$ cat config.mk
export PLATFORM = sky130hd
export DESIGN_NAME = cmd_dispatch
export DESIGN_NICKNAME = d
export VERILOG_FILES = /design/src/rtl/cmd_dispatch_pkg.sv /design/src/rtl/cmd_dispatch_watchdog.sv /design/src/rtl/cmd_dispatch.sv
export SDC_FILE = /design/constraint.sdc
export NUM_CORES = 1
export LEC_CHECK = 0
export BUFFER_PORTS_ARGS = -buffer_cell sky130_fd_sc_hd__clkbuf_2
export CAP_MARGIN = 20
export CORE_MARGIN = 10
export CORE_UTILIZATION = 40
export DETAILED_ROUTE_END_ITERATION = 8
export GPL_TIMING_DRIVEN = 0
export MAX_ROUTING_LAYER = met4
export PLACE_DENSITY = 0.68
export SETUP_SLACK_MARGIN = 0.4
export SLEW_MARGIN = 20
export SYNTH_ARGS = -nofsm -noshare
export SYNTH_HDL_FRONTEND = slang
export SYNTH_SLANG_ARGS = --single-unit
$ cat constraint.sdc
create_clock -name clk -period 3.5 [get_ports clk]
set_input_delay 0.175 -clock clk [delete_from_list [all_inputs] [get_ports clk]]
set_output_delay 0.175 -clock clk [all_outputs]
set_load 0.005 [all_outputs]
$ cat src/rtl/cmd_dispatch_pkg.sv
// Shared definitions for the command dispatcher: state encoding, command word
// field positions, reserved opcodes and the execution-unit count.
// Optional timeout support is enabled with the CMD_TIMEOUT_EN macro.
package cmd_dispatch_pkg;

  localparam int NUM_UNITS = 4;
  localparam int CMD_W     = 40;
  localparam int OPC_W     = 5;
  localparam int SEL_W     = 2;
  localparam int OPD_W     = 33;

  // Command word layout: [4:0] opcode, [6:5] unit select, [39:7] operand
  localparam int OPC_LSB = 0;
  localparam int OPC_MSB = 4;
  localparam int SEL_LSB = 5;
  localparam int SEL_MSB = 6;
  localparam int OPD_LSB = 7;
  localparam int OPD_MSB = 39;

  // Opcodes that the controller may emit but that never reach a unit
  localparam logic [OPC_W-1:0] OP_NOP = 5'd0;
  localparam logic [OPC_W-1:0] OP_END = 5'd31;

  // FSM encoding
  localparam logic [1:0] ST_IDLE   = 2'd0;
  localparam logic [1:0] ST_LAUNCH = 2'd1;
  localparam logic [1:0] ST_BUSY   = 2'd2;
  localparam logic [1:0] ST_DONE   = 2'd3;

  // True when the opcode must be dispatched to an execution unit
  function automatic logic is_dispatchable(input logic [OPC_W-1:0] op);
    return (op != OP_NOP) && (op != OP_END);
  endfunction

  // One-hot decode of the unit select field
  function automatic logic [NUM_UNITS-1:0] unit_onehot(input logic [SEL_W-1:0] sel);
    logic [NUM_UNITS-1:0] oh;
    oh = '0;
    oh[sel] = 1'b1;
    return oh;
  endfunction

endpackage

$ cat src/rtl/cmd_dispatch_watchdog.sv
// BUSY-cycle watchdog: counts cycles spent waiting on a unit and flags expiry.
// Expiry is combinational in the cycle whose count reaches LIMIT.
// Only compiled when CMD_TIMEOUT_EN is defined, matching its sole instantiation.
`ifdef CMD_TIMEOUT_EN
module dispatch_watchdog #(
  parameter logic [15:0] LIMIT = 16'd4096
) (
  input  logic clk,
  input  logic rst,
  input  logic arm,       // high in the cycle before BUSY is entered
  input  logic counting,  // high while in BUSY
  output logic expired
);

  logic [15:0] cnt;

  // Restart on every launch so each instruction gets a full budget
  always_ff @(posedge clk or posedge rst) begin
    if (rst) begin
      cnt <= '0;
    end else if (arm) begin
      cnt <= '0;
    end else if (counting) begin
      cnt <= cnt + 16'd1;
    end
  end

  // cnt holds the number of BUSY cycles already completed; this cycle is one more
  assign expired = counting && (({1'b0, cnt} + 17'd1) >= {1'b0, LIMIT});

endmodule
`endif

$ cat src/rtl/cmd_dispatch.sv
// Command dispatcher: accepts instruction words, starts one execution unit,
// waits for its completion and reports back with a single-cycle done pulse.
// Optional BUSY timeout is enabled with the CMD_TIMEOUT_EN macro.
module cmd_dispatch
  import cmd_dispatch_pkg::*;
#(
  parameter logic [15:0] TIMEOUT_CYCLES = 16'd4096
) (
  input  logic                 clk,
  input  logic                 rst,
  input  logic [CMD_W-1:0]     command_in,
  input  logic                 command_we,
  input  logic [NUM_UNITS-1:0] unit_done,
  input  logic                 err_clear,
  output logic [NUM_UNITS-1:0] unit_start,
  output logic [OPC_W-1:0]     cmd_opcode,
  output logic [OPD_W-1:0]     cmd_operand,
  output logic                 busy,
  output logic                 done_ins_computation,
  output logic                 err_overrun,
  output logic                 err_timeout,
  output logic [15:0]          instr_count
);

  logic [1:0]       state;
  logic [1:0]       state_nxt;
  logic [SEL_W-1:0] sel_q;
  logic [OPC_W-1:0] opc_in;
  logic             accept;
  logic             sel_done;
  logic             wd_expired;
  logic             timeout_set;
  logic             overrun_set;

  assign opc_in      = command_in[OPC_MSB:OPC_LSB];
  assign accept      = (state == ST_IDLE) && command_we && is_dispatchable(opc_in);
  assign sel_done    = unit_done[sel_q];
  assign overrun_set = command_we && (state != ST_IDLE);
  // A real completion in the same cycle as expiry is not an error
  assign timeout_set = (state == ST_BUSY) && wd_expired && !sel_done;

`ifdef CMD_TIMEOUT_EN
  dispatch_watchdog #(
    .LIMIT (TIMEOUT_CYCLES)
  ) u_watchdog (
    .clk      (clk),
    .rst      (rst),
    .arm      (state == ST_LAUNCH),
    .counting (state == ST_BUSY),
    .expired  (wd_expired)
  );

  // Sticky timeout flag; a new timeout beats a simultaneous clear
  always_ff @(posedge clk or posedge rst) begin
    if (rst) begin
      err_timeout <= 1'b0;
    end else if (timeout_set) begin
      err_timeout <= 1'b1;
    end else if (err_clear) begin
      err_timeout <= 1'b0;
    end
  end
`else
  logic unused_timeout_cfg;
  assign unused_timeout_cfg = ^{TIMEOUT_CYCLES, timeout_set};
  assign wd_expired  = 1'b0;
  assign err_timeout = 1'b0;
`endif

  // Next-state selection; completion during LAUNCH skips BUSY entirely
  always_comb begin
    state_nxt = state;
    case (state)
      ST_IDLE:   if (accept) state_nxt = ST_LAUNCH;
      ST_LAUNCH: state_nxt = sel_done ? ST_DONE : ST_BUSY;
      ST_BUSY:   if (sel_done || wd_expired) state_nxt = ST_DONE;
      ST_DONE:   state_nxt = ST_IDLE;
      default:   state_nxt = ST_IDLE;
    endcase
  end

  // State register
  always_ff @(posedge clk or posedge rst) begin
    if (rst) begin
      state <= ST_IDLE;
    end else begin
      state <= state_nxt;
    end
  end

  // Capture command fields only on an accepted command; held otherwise
  always_ff @(posedge clk or posedge rst) begin
    if (rst) begin
      cmd_opcode  <= '0;
      cmd_operand <= '0;
      sel_q       <= '0;
    end else if (accept) begin
      cmd_opcode  <= opc_in;
      cmd_operand <= command_in[OPD_MSB:OPD_LSB];
      sel_q       <= command_in[SEL_MSB:SEL_LSB];
    end
  end

  // Completed-instruction counter, wraps naturally at 16 bits
  always_ff @(posedge clk or posedge rst) begin
    if (rst) begin
      instr_count <= '0;
    end else if (state == ST_DONE) begin
      instr_count <= instr_count + 16'd1;
    end
  end

  // Sticky overrun flag; a new overrun beats a simultaneous clear
  always_ff @(posedge clk or posedge rst) begin
    if (rst) begin
      err_overrun <= 1'b0;
    end else if (overrun_set) begin
      err_overrun <= 1'b1;
    end else if (err_clear) begin
      err_overrun <= 1'b0;
    end
  end

  // Outputs decoded directly from the registered state
  assign unit_start           = (state == ST_LAUNCH) ? unit_onehot(sel_q) : '0;
  assign busy                 = (state != ST_IDLE);
  assign done_ins_computation = (state == ST_DONE);

endmodule
==> results of run 1 <==
-- power by group --
group          leakage [nW]  switching [mW]  internal [mW]
registers             0.723           0.204          0.974
clock network         0.108           0.261          0.385
logic                  1.02           0.441          0.740
total                  1.85           0.906           2.10
-- what timing repair did --
item / CTS / global route
hold buffers: 1 / 0
gates resized for setup: 0 / 0
buffers inserted: 0 / 0
endpoints found under the hold margin: 19 / 0
-- synth_stat cells (2+ instances only) --
| library cell | number |
|---|---|
| sky130_fd_sc_hd__dfrtp_1 | 59 |
| sky130_fd_sc_hd__mux2_4 | 39 |
| sky130_fd_sc_hd__xnor2_1 | 13 |
| sky130_fd_sc_hd__nand2_1 | 10 |
| sky130_fd_sc_hd__inv_1 | 9 |
| sky130_fd_sc_hd__nand3_1 | 7 |
| sky130_fd_sc_hd__ha_1 | 6 |
| sky130_fd_sc_hd__nand4_1 | 5 |
| sky130_fd_sc_hd__and3_1 | 4 |
| sky130_fd_sc_hd__buf_12 | 4 |
| sky130_fd_sc_hd__nor2_1 | 4 |
| sky130_fd_sc_hd__nor3_1 | 3 |
| sky130_fd_sc_hd__xor2_1 | 2 |
-- per-layer routing --
metal | up-vias | GRT usage, %
li1 | 884 | -
met1 | 888 | 15.9
met2 | 74 | 17.5
met3 | 7 | 4.42
met4 | 0 | 4.88
met5 | - | -
-- metrics by stage --
stage	area, um^2	worst slack (ns)	cells	power (mW)	hold WS [ns]
after floorplan	2730	1.69	184	1.93	0.297
after global placement	3370	1.15	372	2.36	0.407
after detailed placement	3390	1.53	373	2.40	0.127
after CTS	3610	1.51	390	3.06	0.0520
after global routing	3610	1.38	390	3.23	0.0509
final	3610	1.53	390	3.00	0.0737
-- cell type report --
cell class | count | area share [%]
multi-input cells | 111 | 31.3
clock inverters | 4 | 1.32
clock buffers | 12 | 4.57
flip-flops and latches | 59 | 40.8
well taps | 80 | 2.77
repair buffers | 110 | 15.8
inverters | 9 | 1.00
plain buffers | 5 | 2.42
-- state kept, by name, summed over array words and instances, names as in the netlist --
signal and cells:
sel_q 2, err_overrun 1, state 2, cmd_operand 33
cmd_opcode 5, instr_count 16
-- cells in the final DEF, fill, tap and decap left out, types with 2 or more instances in the layout --
cell,synthesis,routed
sky130_fd_sc_hd__and3_1,4,4
sky130_fd_sc_hd__buf_12,4,5
sky130_fd_sc_hd__clkbuf_2,0,108
sky130_fd_sc_hd__clkbuf_8,0,12
sky130_fd_sc_hd__clkinv_2,0,2
sky130_fd_sc_hd__dfrtp_1,59,59
sky130_fd_sc_hd__ha_1,6,6
sky130_fd_sc_hd__inv_1,9,8
sky130_fd_sc_hd__mux2_4,39,39
sky130_fd_sc_hd__nand2_1,10,10
sky130_fd_sc_hd__nand3_1,7,7
sky130_fd_sc_hd__nand4_1,5,5
sky130_fd_sc_hd__nor2_1,4,4
sky130_fd_sc_hd__nor3_1,3,3
sky130_fd_sc_hd__xnor2_1,13,13
sky130_fd_sc_hd__xor2_1,2,2
-- cells by family after synthesis --
kind of cell | Yosys count | synth area share [%]
AOI/OAI and AO/OA | 9 | 2.89
adders and majority gates | 6 | 2.75
muxes | 42 | 23.1
xor gates and xnor gates | 15 | 4.81
DFF | 59 | 54.1
buffers and inverters | 14 | 4.45
other | 1 | 0.137
and+or+nand+nor | 38 | 7.75
-- worst min path at each step --
stage,endpoint,depth (start not counted)
after floorplan,cmd_opcode[3],2
after global placement,cmd_operand[12],2
after detailed placement,cmd_operand[6],2
after CTS,cmd_operand[1],2
after global routing,cmd_operand[31],2
final,cmd_operand[1],2
==> results by group, run 1 <==
Logic synthesis
  • Top post-synthesis cells by area: sky130_fd_sc_hd__dfrtp_1 54%, sky130_fd_sc_hd__mux2_4 21%, sky130_fd_sc_hd__xnor2_1 4.2%
  • Net count of the mapped netlist: 238
  • Proportion of register bits with asynchronous set or reset after synthesis: 100%
  • Number of storage elements in the synthesis netlist: 59
  • Number of unique standard cell types used by synthesis: 32
  • Number of synthesized flops with an enable pin: 0
  • Instance count of the mapped netlist: 184
  • Average cell area after synthesis: 14.8 um^2
  • Cell accounting for the most synthesized area: sky130_fd_sc_hd__dfrtp_1
  • Synth Cell Area: 2730 um^2
  • Prevailing post-synth register cell: sky130_fd_sc_hd__dfrtp_1
  • Number of synthesis warnings: 0
  • Synth top area share: 54.1%
  • Sequential share of the synthesized area: 54.1%

Worst setup path
  • Worst-case reg-to-reg path depth: 6
  • Start of the worst register-to-register path: state[0]
  • Largest stage delay, worst path: 0.41 ns
  • Top delay family on crit path: flip-flops
  • CP Launch Point: state[0]
  • Buffering stage count on the worst path with inverters included: 2
  • Kind of capture point of the worst setup path: flip-flop
  • Reg2Reg Setup Slack: 1.53 ns
  • Worst Setup Start Kind: flip-flop
  • Cell with the largest stage delay on the worst path: sky130_fd_sc_hd__dfrtp_1
  • Critical path depth: 6
  • Worst-path cell chain: inv_1 > ha_1 > o211a_1 > nor2b_4 > buf_12 > mux2_4
  • Worst setup path end: cmd_operand[20]
  • Worst r2r dst: cmd_operand[20]
  • Data arrival time of the worst path: 2.17 ns
  • Max FO, Critical Path: 10
  • Required arrival time at the worst endpoint: 3.70 ns
  • Worst setup path category: reg -> reg

Power
  • Power density over cell area: 831 nW/um^2
  • Worst IR Drop VDD: 0.000314 V
  • Static leakage power: 1.85 nW

Floorplanning
  • Std-Cell Core Area: 6720 um^2
  • Rows: 30
  • Overall die height: 103 um
  • Die Wd: 103 um
  • Initial Utilization: 40.6%
  • I/O Pins: 110
  • Area of the die: 10500 um^2

Route
  • Wire length per cell after detailed routing: 15.3 um
  • Top layer reached by signal wires: met4
  • Routed vias: 1853
  • Met3 wire length: 553 um
  • Sum of routed wire segments on met1: 2.71 mm
  • Met2 layer wire length in the routed design: 2.67 mm
  • Pre-antenna DRT Iters: 3
  • Vias/cell: 4.75
  • Iter 0 DRT Violations: 51
  • Remaining antenna violation count after routing: 0
  • Routed wire length: 5.98 mm
  • Post-detailed-route DRC marker count: 0

Timing
  • Unrepaired setup endpoints after global routing: false
  • Clock tree skew after final layout: 0.00705 ns
  • Fin. max-slew vios: 0
  • Setup tns final: 0 ns
  • Min Tclk post-route: 1.97 ns
  • Count of endpoints failing hold in the final timing report: 0
  • Maximum clock frequency: 0.508 GHz
  • Final setup violation count: 0
  • Final period util: 56.2%

Cells and area
  • Synth-to-layout area growth: 32.5%
  • Area occupied by multi-input gates: 1130 um^2
  • Flip-flop and latch area: 1480 um^2
  • Total inserted antenna cells: 0
  • Fill cell instance count of the final layout: 593
  • Net count of the finished layout: 359
  • Finished Core Util: 53.8%
  • Fraction of layout instances using a drive strength above 1: 57.4%

Clock network
  • Insertion delay of the later-clocked pin in the worst-skew pair: 0.33 ns
  • Buffer depth of the longest clock path: 2
  • TritonCTS sink count: 59
  • Clock root cell: sky130_fd_sc_hd__clkbuf_8
  • H-tree depth: 3
  • Clock transition at the registers of the reported paths: 0.07 ns
  • Clock tree from TritonCTS: yes
  • Number of clock buffers inserted by TritonCTS: 9

Run
  • Max-capacitance violation count: 0

Global routing
  • GR Util All Layers: 12.4%
  • Number of global-route vias before repair: 2067
  • Final global-route overflow total: 0
  • Global-route wire length before repair: 10.1 mm
  • Antenna violations before repair: 0
  • Maximum number of pins on one net before global-route repair: 41

Place
  • Routability-driven placement congestion ratio: 0.763
  • Port Buffers: 108
  • Post-DP HPWL: 4.69 mm

Hold path
  • Launch point of the worst hold path: command_in[8]
  • Min-delay worst type: in -> reg

Outcome
  • Run status: complete, no violations
(Power assumes the default switching activity.)
==> run 2, diff against run 1 <==
==> constraint.sdc (replaced) <==
create_clock -name clk -period 2.01 [get_ports clk]
set_input_delay 0.1005 -clock clk [delete_from_list [all_inputs] [get_ports clk]]
set_output_delay 0.1005 -clock clk [all_outputs]
set_load 0.005 [all_outputs]
==> results by group, run 2 (same netlist as run 1, synthesis figures left out) <==
Worst setup path
  • Worst Setup Start Kind: flip-flop
  • Kind of capture point of the worst setup path: flip-flop
  • Required arrival time at the worst endpoint: 2.22 ns
  • Cell with the largest stage delay on the worst path: sky130_fd_sc_hd__dfrtp_1
  • Data arrival time of the worst path: 1.88 ns
  • Worst-path cell chain: inv_2 > ha_4 > o211a_1 > nor2b_4 > buf_12 > buf_12 > mux2_4
  • Max FO, Critical Path: 10
  • Cell type with the highest occurrence count on the critical path: sky130_fd_sc_hd__buf_12
  • Largest stage delay, worst path: 0.40 ns
  • Worst setup path category: reg -> reg

Cells and area
  • Fraction of layout instances using a drive strength above 1: 58.8%
  • Net count of the finished layout: 406
  • Top Registers: cmd_operand: 33 flops, instr_count: 16 flops, cmd_opcode: 5 flops
  • Fill cell instance count of the final layout: 525
  • Total inserted antenna cells: 0
  • Post-route insts no fill: 437
  • Synth-to-layout area growth: 54.2%
  • Area occupied by multi-input gates: 1220 um^2
  • Commonest cells after routing, fill and taps aside: 105 x sky130_fd_sc_hd__clkbuf_2, 58 x sky130_fd_sc_hd__dfrtp_1, 39 x sky130_fd_sc_hd__mux2_4, 34 x sky130_fd_sc_hd__dlygate4sd3_1, 13 x sky130_fd_sc_hd__xnor2_1
  • Flip-flop and latch area: 1480 um^2
  • Most frequent standard cell in the layout excluding fill and tap cells: sky130_fd_sc_hd__clkbuf_2
  • Flip-flop count of the largest register after layout: 33
  • Most flop-heavy register: cmd_operand

Floorplanning
  • Std-Cell Core Area: 6720 um^2
  • Rows: 30
  • Die Wd: 103 um
  • Overall die height: 103 um
  • Area of the die: 10500 um^2
  • I/O Pins: 110
  • Initial Utilization: 40.6%

Route
  • Routed wire length: 7.09 mm
  • Iter 0 DRT Violations: 41
  • Pre-antenna DRT Iters: 4
  • Vias/cell: 4.63
  • Post-detailed-route DRC marker count: 0
  • Routed vias: 2023
  • Wire length per cell after detailed routing: 16.2 um
  • Remaining antenna violation count after routing: 0

Global routing
  • Global-route wire length before repair: 11.3 mm
  • Maximum number of pins on one net before global-route repair: 34
  • GR Util All Layers: 14.3%
  • Antenna violations before repair: 0
  • Number of global-route vias before repair: 2296
  • Final global-route overflow total: 0

Timing
  • Clock tree skew after final layout: 0.0144 ns
  • Count of endpoints failing hold in the final timing report: 0
  • Fin. max-slew vios: 0
  • Final setup violation count: 0
  • Final period util: 83.0%
  • Post-route setup slack: 0.341 ns
  • Maximum clock frequency: 0.599 GHz
  • Min Tclk post-route: 1.67 ns
  • Unrepaired setup endpoints after global routing: true

Clock network
  • H-tree depth: 3
  • Clock tree from TritonCTS: yes
  • Insertion delay of the later-clocked pin in the worst-skew pair: 0.34 ns
  • Clock root cell: sky130_fd_sc_hd__clkbuf_8
  • Clock transition at the registers of the reported paths: 0.06 ns
  • Buffer depth of the longest clock path: 2
  • TritonCTS sink count: 59
  • Number of clock buffers inserted by TritonCTS: 9

Hold path
  • Min-delay worst type: in -> reg

Power
  • Static leakage power: 2.09 nW
  • Worst IR Drop VDD: 0.000575 V
  • Power density over cell area: 1370 nW/um^2

Place
  • Port Buffers: 108
  • Post-DP HPWL: 4.73 mm
  • Routability-driven placement congestion ratio: 0.766
  • Post-place setup slack: 0.232 ns
  • Number of cells in the design after placement: 373

Run
  • Max-capacitance violation count: 0

Outcome
  • Run status: complete, no violations
==> run 2: final timing paths <==
path                              endpoint  cells past startpoint             from  slack, ns
max                        cmd_operand[32]                      7         state[0]       0.34
min                        cmd_operand[30]                      2   command_in[37]       0.02
max reg2reg                cmd_operand[32]                      7         state[0]       0.34
min reg2reg                instr_count[15]                      1  instr_count[15]       0.48
max in group asynchronous         sel_q[0]                      4              rst       1.23
min in group asynchronous  cmd_operand[16]                      3              rst       0.28
==> run 2: critical path, delay by kind of cell, from the launching register on <==
| kind | cells | cell delay (ns) |
|---|---|---|
| compound gates | 1 | 0.15 |
| fa+ha+maj | 1 | 0.14 |
| buf+inv | 3 | 0.39 |
| flops | 1 | 0.40 |
| mux | 1 | 0.30 |
| simple gates | 1 | 0.18 |
==> run 2: layer usage <==
| metal | GRT usage (%) | routed length (um) | up-vias |
|---|---|---|---|
| met3 | 4.49 | 540 | 8 |
| met1 | 16.8 | 3100 | 961 |
| li1 | - | - | 976 |
| met2 | 22.3 | 3360 | 78 |
| met4 | 5.31 | 83 | 0 |
| met5 | - | 0 | - |
==> run 2: per-stage QoR <==
stage	instance area (um^2)	setup TNS (ns)	total power [mW]	hold slack (ns)	utilization, %
after detailed placement	3400	0	4.21	0.0931	50.7
after global routing	4210	0	6.16	0.00220	62.6
after global placement	3380	-17.18	4.14	0.332	50.3
final	4210	0	5.76	0.0221	62.6
after CTS	4110	0	5.68	0.0000606	61.2
after floorplan	2740	0	3.38	0.223	-
==> run 2: report_power, final <==
| part | internal, mW | leakage (nW) | switching [mW] | total, mW |
|---|---|---|---|---|
| Sequential | 1.70 | 0.722 | 0.369 | 2.07 |
| Combinational | 1.61 | 1.26 | 0.950 | 2.56 |
| Clock | 0.670 | 0.108 | 0.463 | 1.13 |
==> run 2: layout make-up <==
type                    instances  area share [%]
clock inverters                 4            1.13
inverters                       9           0.922
multi-input cells             111            29.0
plain buffers                   5            2.08
well taps                      80            2.38
flip-flops and latches         59            35.1
repair buffers                157            25.5
clock buffers                  12            3.92
==> run 2: what timing repair did <==
item,CTS,global route
hold buffers,33,1
hold endpoints to repair,58,1
buffers inserted,10,2
gates cloned,2,0
pin swaps,2,3
endpoints found under the setup margin,45,51
gates resized for setup,10,17
==> run 3, diff against run 2 <==
==> constraint.sdc (replaced) <==
create_clock -name clk -period 1.6 [get_ports clk]
set_input_delay 0.08 -clock clk [delete_from_list [all_inputs] [get_ports clk]]
set_output_delay 0.08 -clock clk [all_outputs]
set_load 0.005 [all_outputs]
==> results by group, run 3 (same netlist as run 1, synthesis figures left out) <==
Worst setup path
  • Start of the worst register-to-register path: state[0]
  • Kind of capture point of the worst setup path: flip-flop
  • Worst Setup Start Kind: flip-flop
  • Worst setup path category: reg -> reg
  • Reg2Reg Setup Slack: -0.07 ns
  • CP Launch Point: state[0]
  • Worst-case reg-to-reg path depth: 7
  • Worst setup path end: cmd_operand[27]
  • Required arrival time at the worst endpoint: 1.82 ns
  • Worst r2r dst: cmd_operand[27]
  • Max FO, Critical Path: 5
  • Data arrival time of the worst path: 1.89 ns

Clock network
  • Buffer depth of the longest clock path: 2
  • Insertion delay of the later-clocked pin in the worst-skew pair: 0.33 ns
  • Clock transition at the registers of the reported paths: 0.07 ns
  • TritonCTS sink count: 59
  • Clock tree from TritonCTS: yes
  • Clock root cell: sky130_fd_sc_hd__clkbuf_8
  • Number of clock buffers inserted by TritonCTS: 9
  • H-tree depth: 3

Floorplanning
  • Initial Utilization: 40.6%
  • Die Wd: 103 um
  • Area of the die: 10500 um^2
  • I/O Pins: 110
  • Std-Cell Core Area: 6720 um^2
  • Overall die height: 103 um
  • Rows: 30

Timing
  • Unrepaired setup endpoints after global routing: true
  • Final period util: 104%
  • Min Tclk post-route: 1.67 ns
  • Post-route setup slack: -0.0709 ns
  • Hold slack final: 0.0172 ns
  • Clock tree skew after final layout: 0.00733 ns
  • Maximum clock frequency: 0.598 GHz
  • Actual transition at the worst max-transition pin: 0.605 ns
  • Fin. max-slew vios: 0
  • Slew headroom: 59.6%
  • Final setup violation count: 39
  • Count of endpoints failing hold in the final timing report: 0

Outcome
  • Run status: finished with violations
  • Violations in the final reports: negative setup slack

Power
  • Power density over cell area: 1660 nW/um^2
  • Final total power: 7.36 mW
  • Worst IR Drop VDD: 0.000828 V
  • Static leakage power: 2.19 nW

Run
  • Max-capacitance violation count: 0

Route
  • Wire length per cell after detailed routing: 16.7 um
  • Pre-antenna DRT Iters: 4
  • Vias/cell: 4.74
  • Routed wire length: 7.51 mm
  • Iter 0 DRT Violations: 53
  • Sum of routed wire segments on met1: 3.11 mm
  • Post-detailed-route DRC marker count: 0
  • Met3 wire length: 573 um
  • Met2 layer wire length in the routed design: 3.77 mm
  • Remaining antenna violation count after routing: 0
  • Top layer reached by signal wires: met4
  • Routed vias: 2132

Global routing
  • Global-route wire length before repair: 11.5 mm
  • Maximum number of pins on one net before global-route repair: 34
  • Number of global-route vias before repair: 2324
  • Final global-route overflow total: 0
  • GR Util All Layers: 14.5%
  • Antenna violations before repair: 0

Hold path
  • Min-delay worst type: in -> reg

Cells and area
  • Total inserted antenna cells: 0
  • Flip-flop count of the largest register after layout: 33
  • Most flop-heavy register: cmd_operand
  • Top Registers: cmd_operand: 33 flops, instr_count: 16 flops, cmd_opcode: 5 flops
  • Net count of the finished layout: 420
  • Synth-to-layout area growth: 62.7%
  • Most frequent standard cell in the layout excluding fill and tap cells: sky130_fd_sc_hd__clkbuf_2
  • Commonest cells after routing, fill and taps aside: 104 x sky130_fd_sc_hd__clkbuf_2, 56 x sky130_fd_sc_hd__dfrtp_1, 41 x sky130_fd_sc_hd__mux2_4, 36 x sky130_fd_sc_hd__dlygate4sd3_1, 15 x sky130_fd_sc_hd__buf_4
  • Fraction of layout instances using a drive strength above 1: 63.8%

Place
  • Port Buffers: 108
  • Routability-driven placement congestion ratio: 0.761
  • Post-place setup slack: -0.199 ns
  • Post-DP HPWL: 4.77 mm
-- run 3: cell count changes in the layout (fill, tap and decap cells not counted), sizes merged --
| cell | previous run | this run |
|---|---|---|
| bufinv | 1 | 0 |
| inv | 9 | 8 |
| buf | 23 | 35 |
| clkinv | 2 | 3 |
| dlygate4sd3 | 34 | 36 |
-- run 3: how the worst min path moves through the flow --
stage,start,end,slack [ns],depth (start not counted)
CTS,command_in[3],cmd_opcode[3],0.004,3
detailed placement,rst,cmd_operand[19],0.17,2
floorplan,rst,cmd_opcode[0],0.18,1
global placement,command_in[10],cmd_operand[3],0.31,2
global route,command_in[1],cmd_opcode[1],0.01,2
finish,command_in[1],cmd_opcode[1],0.02,2
-- run 3: cell type report --
| class | instances | area (um^2) |
|---|---|---|
| Fill cell | 488 | 2280 |
| Sequential cell | 59 | 1480 |
| Timing Repair Buffer | 171 | 1200 |
| Multi-Input combinational cell | 111 | 1370 |
| Clock buffer | 12 | 145 |
| Inverter | 9 | 40.0 |
| Clock inverter | 3 | 15.0 |
| Buffer | 5 | 87.6 |
| Tap cell | 80 | 100 |
-- run 3: layer usage --
layer  track usage [%]  up-vias
met5                 -        -
met4              4.88        0
met3              5.76        6
met2              22.8       75
met1              16.5     1043
li1                  -     1008
-- run 3: critical path, cell delays in order, from the launching register on --
cell and delay, ns:
sky130_fd_sc_hd__dfrtp_1 0.39, sky130_fd_sc_hd__inv_2 0.10, sky130_fd_sc_hd__ha_4 0.14, sky130_fd_sc_hd__o211a_1 0.16
sky130_fd_sc_hd__nor2b_4 0.18, sky130_fd_sc_hd__buf_8 0.15, sky130_fd_sc_hd__clkbuf_16 0.15, sky130_fd_sc_hd__mux2_4 0.29
-- run 3: through the flow --
stage	setup TNS, ns	cells	util, %	area, um^2
finish	-1.99	450	66.1	4440
CTS	-0.626	442	63.5	4270
floorplan	-2.93	184	-	2750
global placement	-7.30	372	50.4	3390
detailed placement	-8.13	373	50.7	3410
global route	-4.00	450	66.1	4440
-- run 3: power breakdown --
group / internal [mW] / switching (mW)
Clock: 0.588 / 0.567
Sequential: 2.14 / 0.454
Combinational: 2.26 / 1.35
Total: 4.98 / 2.37
-- run 3: repair_timing --
item,in CTS,in global routing
hold buffers,36,0
buffers inserted,17,7
pin swaps,9,11
hold endpoints to repair,61,0
endpoints found under the setup margin,62,63
gates resized for setup,43,21
cloned,1,1
